===== config.mk =====
export PLATFORM = sky130hd
export DESIGN_NAME = dadda_multiplier
export DESIGN_NICKNAME = d
export VERILOG_FILES = /design/src/rtl/dadda_multiplier.sv
export SDC_FILE = /design/constraint.sdc
export NUM_CORES = 1
export LEC_CHECK = 0
export BUFFER_PORTS_ARGS = -buffer_cell sky130_fd_sc_hd__buf_4
export CAP_MARGIN = 5
export CORE_AREA = 3 3 40 42
export CTS_BUF_LIST = sky130_fd_sc_hd__clkbuf_4 sky130_fd_sc_hd__clkbuf_8
export DETAILED_ROUTE_END_ITERATION = 10
export DIE_AREA = 0 0 43 45
export PLACE_DENSITY_LB_ADDON = 0.08
export SLEW_MARGIN = 20
export SYNTH_ARGS = -nofsm -noshare
export SYNTH_HDL_FRONTEND = slang
export SYNTH_SLANG_ARGS = --single-unit

===== constraint.sdc =====
create_clock -name clock -period 1 [get_ports clock]
set_clock_uncertainty 0.2 [all_clocks]
set_input_delay 0.2 -clock clock [delete_from_list [all_inputs] [get_ports clock]]
set_output_delay 0.2 -clock clock [all_outputs]
set_load 0.1 [all_outputs]

===== src/rtl/dadda_multiplier.sv =====
// Unsigned 4x4 Dadda-tree multiplier with a registered 8-bit product.
// Define DADDA_INPUT_REG_EN to register A/B first (latency 2 instead of 1).
module dadda_ha (
  input  logic a,
  input  logic b,
  output logic s,
  output logic c
);
  assign s = a ^ b;
  assign c = a & b;
endmodule

module dadda_fa (
  input  logic a,
  input  logic b,
  input  logic ci,
  output logic s,
  output logic c
);
  assign s = a ^ b ^ ci;
  assign c = (a & b) | (ci & (a ^ b));
endmodule

module dadda_multiplier (
  input  logic       clock,
  input  logic       reset_n,
  input  logic [3:0] A,
  input  logic [3:0] B,
  output logic [7:0] product
);
  logic [3:0]      w_a, w_b;
  logic [3:0][3:0] w_pp;   // w_pp[i][j] = a[i] & b[j], weight i+j

`ifdef DADDA_INPUT_REG_EN
  logic [3:0] r_a, r_b;
  always_ff @(posedge clock or negedge reset_n) begin
    if (!reset_n) begin
      r_a <= 4'h0;
      r_b <= 4'h0;
    end else begin
      r_a <= A;
      r_b <= B;
    end
  end
  assign w_a = r_a;
  assign w_b = r_b;
`else
  assign w_a = A;
  assign w_b = B;
`endif

  for (genvar i = 0; i < 4; i++) begin : g_pp_i
    for (genvar j = 0; j < 4; j++) begin : g_pp_j
      assign w_pp[i][j] = w_a[i] & w_b[j];
    end
  end

  // Stage 1: heights 1,2,3,4,3,2,1 -> max 3
  logic w_s1_3, w_c1_4, w_s2_4, w_c2_5;
  dadda_ha u_s1_ha3 (.a(w_pp[3][0]), .b(w_pp[2][1]), .s(w_s1_3), .c(w_c1_4));
  dadda_ha u_s1_ha4 (.a(w_pp[3][1]), .b(w_pp[2][2]), .s(w_s2_4), .c(w_c2_5));

  // Stage 2: max height 3 -> 2
  logic w_s3_2, w_c3_3;
  logic w_fa1_s, w_fa1_c, w_fa2_s, w_fa2_c, w_fa3_s, w_fa3_c;
  dadda_ha u_s2_ha2 (.a(w_pp[2][0]), .b(w_pp[1][1]), .s(w_s3_2), .c(w_c3_3));
  dadda_fa u_s2_fa3 (.a(w_pp[1][2]), .b(w_pp[0][3]), .ci(w_s1_3),
                     .s(w_fa1_s), .c(w_fa1_c));
  dadda_fa u_s2_fa4 (.a(w_pp[1][3]), .b(w_c1_4), .ci(w_s2_4),
                     .s(w_fa2_s), .c(w_fa2_c));
  dadda_fa u_s2_fa5 (.a(w_pp[3][2]), .b(w_pp[2][3]), .ci(w_c2_5),
                     .s(w_fa3_s), .c(w_fa3_c));

  // Two remaining rows over columns 1..6
  logic [6:1] w_row0, w_row1;
  assign w_row0 = {w_pp[3][3], w_fa2_c, w_fa1_c, w_c3_3,  w_pp[0][2], w_pp[1][0]};
  assign w_row1 = {w_fa3_c,    w_fa3_s, w_fa2_s, w_fa1_s, w_s3_2,     w_pp[0][1]};

  // Ripple-carry CPA; w_cy[7] is the top product bit
  logic [7:1] w_cy;
  logic [7:0] w_prod;
  dadda_ha u_cpa_ha1 (.a(w_row0[1]), .b(w_row1[1]), .s(w_prod[1]), .c(w_cy[2]));
  for (genvar k = 2; k <= 6; k++) begin : g_cpa
    dadda_fa u_cpa_fa (.a(w_row0[k]), .b(w_row1[k]), .ci(w_cy[k]),
                       .s(w_prod[k]), .c(w_cy[k+1]));
  end
  assign w_cy[1]   = 1'b0;
  assign w_prod[0] = w_pp[0][0];
  assign w_prod[7] = w_cy[7];

  logic [7:0] r_product;
  always_ff @(posedge clock or negedge reset_n) begin
    if (!reset_n) r_product <= 8'h00;
    else          r_product <= w_prod;
  end
  assign product = r_product;

  logic w_unused;
  assign w_unused = w_cy[1];
endmodule


==> results by group <==
Global route
  – Total Routing Usage GR: 0.134
  – Global-route wire length before repair: between 1.5 and 2 mm
  – Global route overflow: 0
  – Largest net degree at the start of global routing: 9
  – Initial antenna violation count: 0
  – Vias in the first global route: 435

Pwr
  – Power per standard cell area: ~1800 nW/um^2
  – Psw: about 0.00073 W
  – Combinational Power Share: 0.572
  – Switch share: 0.442
  – Flop pwr share: 0.287
  – Worst vdd ir: approximately 1.0 mV
  – Pleak: around 0.42 nW
  – Pwr Total: between 0.0015 and 0.002 W
  – Internal: approximately 0.0009 W
  – Clock power share: 0.141

Detailed routing
  – Remaining antenna violation count: 0
  – Vias post-DR: between 300 and 400
  – Via-to-Cell Ratio: roughly 4.7
  – Total Routed Length: approximately 1.0 mm
  – Initial DRC Count: 4
  – # DRC: 0
  – DR WL/cell: ~13 um
  – DR pass1 iterations: 4

STA
  – Worst-margin pin slew: ~0.11 ns
  – Final hold vios: 1
  – Setup WS post-layout: -1.86 ns
  – Slew margin rel.: 0.925
  – Tcrit/Tclk final: 2.86
  – Slew Viols, Final: 0
  – Setup violators final: 14
  – Min Clock Period, post-route: around 2.9 ns
  – Final hold slack: -0.0201 ns
  – Unrepaired setup endpoints after global routing: true
  – Fmax: around 0.35 GHz

Synthesis
  – Synth unique cells: 6
  – Seq cells post-synth: 8
  – Register area share after synthesis: 0.387
  – Net Count, Synth: 61
  – Mapped Area: 517 sq um
  – Cells after Synth: 39
  – Synthesized area per cell: ~13 sq um
  – Yosys warns: 0

Clocking
  – Root buffer cell: clkbuf_4
  – Reg clk slew, reported paths: ~0.05 ns
  – Hold_buf cts: 1
  – Clock Path Buffers: 2
  – CTS tree: built
  – Clock sink count: 8
  – CTS Buf Count: 3
  – Clock H-tree levels: 1

Worst setup path
  – Crit. End Element: flop
  – Crit Path Max Fanout: 4
  – Critical Path AT: between 2 and 3 ns
  – Worst path required time: 0.98 ns
  – Crit path kind: input pin to flop
  – Nature of the critical path startpoint: input pin

Placed design
  – Port Buffers: 17
  – GPL Wtd Cong: between 0.7 and 0.8

Floorplan
  – Die height: 45 um
  – Chip width: 43 um
  – Starting Density: 0.402
  – Core Area: 1280 sq um
  – Die Area: between 1500 and 2000 sq um
  – Site row count: 13
  – Top-Level Pins: 18

Layout
  – Inserted Diodes: 0
  – FILL cells: roughly 80
  – Fraction of layout cells with a size suffix above 1: 0.677
  – Fin nets: 89
  – Register area: ~230 sq um
  – Most frequent cells in the layout: and2_1 (10), buf_4 (9), buf_12 (8), dfrtp_4 (8)
  – Number of flip-flops in the largest register: 8
  – P&R area growth vs syn: 80.1%
  – Commonest non-fill, non-tap cell in the layout: and2_1
  – Multi-input logic area: about 350 sq um

Status
  – Failing checks: negative hold slack, negative setup slack
  – Status: complete, but fails checks

Hold path
  – HP Class: input pin to flop

Run
  – Maxcap violations: 0
## timing repair
| item | 4_1_cts | 5_1_grt |
|---|---|---|
| setup endpoints to repair | 14 | 14 |
| setup buffers | 1 | 0 |
| endpoints found under the hold margin | 9 | 1 |
| resized for setup | 30 | 1 |
| pin swaps | 5 | 3 |
## path summary, 6_finish.rpt
kind / depth (start not counted) / end / from
worst max-delay path: 10 / product[6] / B[0]
worst min-delay path: 2 / product[0] / B[0]
max in group asynchronous: 2 / product[6] / reset_n
min in group asynchronous: 2 / product[7] / reset_n
## per-stage QoR
step	cell area (sq um)	TNS, ns	cells	util	setup slack (ns)
global placement	766	-9.67	75	0.596	-2.11
CTS	927	-9.82	80	0.722	-1.89
finish	931	-9.65	80	0.724	-1.86
detailed placement	766	-9.92	75	0.596	-2.19
global route	931	-9.98	80	0.724	-1.90
floorplan	589	-7.96	39	-	-1.94
## per-layer routing
metal	vias up	global-route usage	wire, um
met5	-	0	0
met4	0	0.0723	19
met3	2	0.0438	91
met2	22	0.275	593
met1	181	0.111	335
li1	170	-	-
## area by class of cell
cell class,count,area share
Inverter,3,0.0121
Sequential cell,8,0.247
Tap cell,15,0.0202
Multi-Input combinational cell,28,0.376
Clock buffer,3,0.0242
Timing Repair Buffer,23,0.320
## synthesized netlist by cell type
| library cell | n | area (sq um) |
|---|---|---|
| ha_1 | 4 | 50.1 |
| inv_1 | 3 | 11.3 |
| fa_1 | 8 | 160 |
| and2_1 | 14 | 87.6 |
| dfrtp_1 | 8 | 200 |
| nand2_1 | 2 | 7.51 |
## power groups by stage
| stage | combinational, W | sequential, W | clock [W] |
|---|---|---|---|
| 6_report | 0.000945 | 0.000475 | 0.000234 |
| 5_1_grt | 0.000987 | 0.000481 | 0.000264 |
| 4_1_cts | 0.000949 | 0.000476 | 0.000248 |
| 3_5_place_dp | 0.000778 | 0.000447 | 0 |
| 3_3_place_gp | 0.000758 | 0.000445 | 0 |
| 2_1_floorplan | 0.000123 | 0.000909 | 0 |
## critical path, cell delays in order
cell    delay (ns)
buf_6         0.10
and2_4        0.15
ha_4          0.26
inv_2         0.03
fa_1          0.47
inv_1         0.05
fa_2          0.33
fa_2          0.34
fa_2          0.35
fa_2          0.54
## logic make-up after synthesis
kind of cell,synth area share
adder cells (fa/ha/maj),0.407
buffers and inverters,0.0218
flip-flops,0.387
AND/OR/NAND/NOR,0.184
Note: power is estimated with default switching activity, not from simulation.
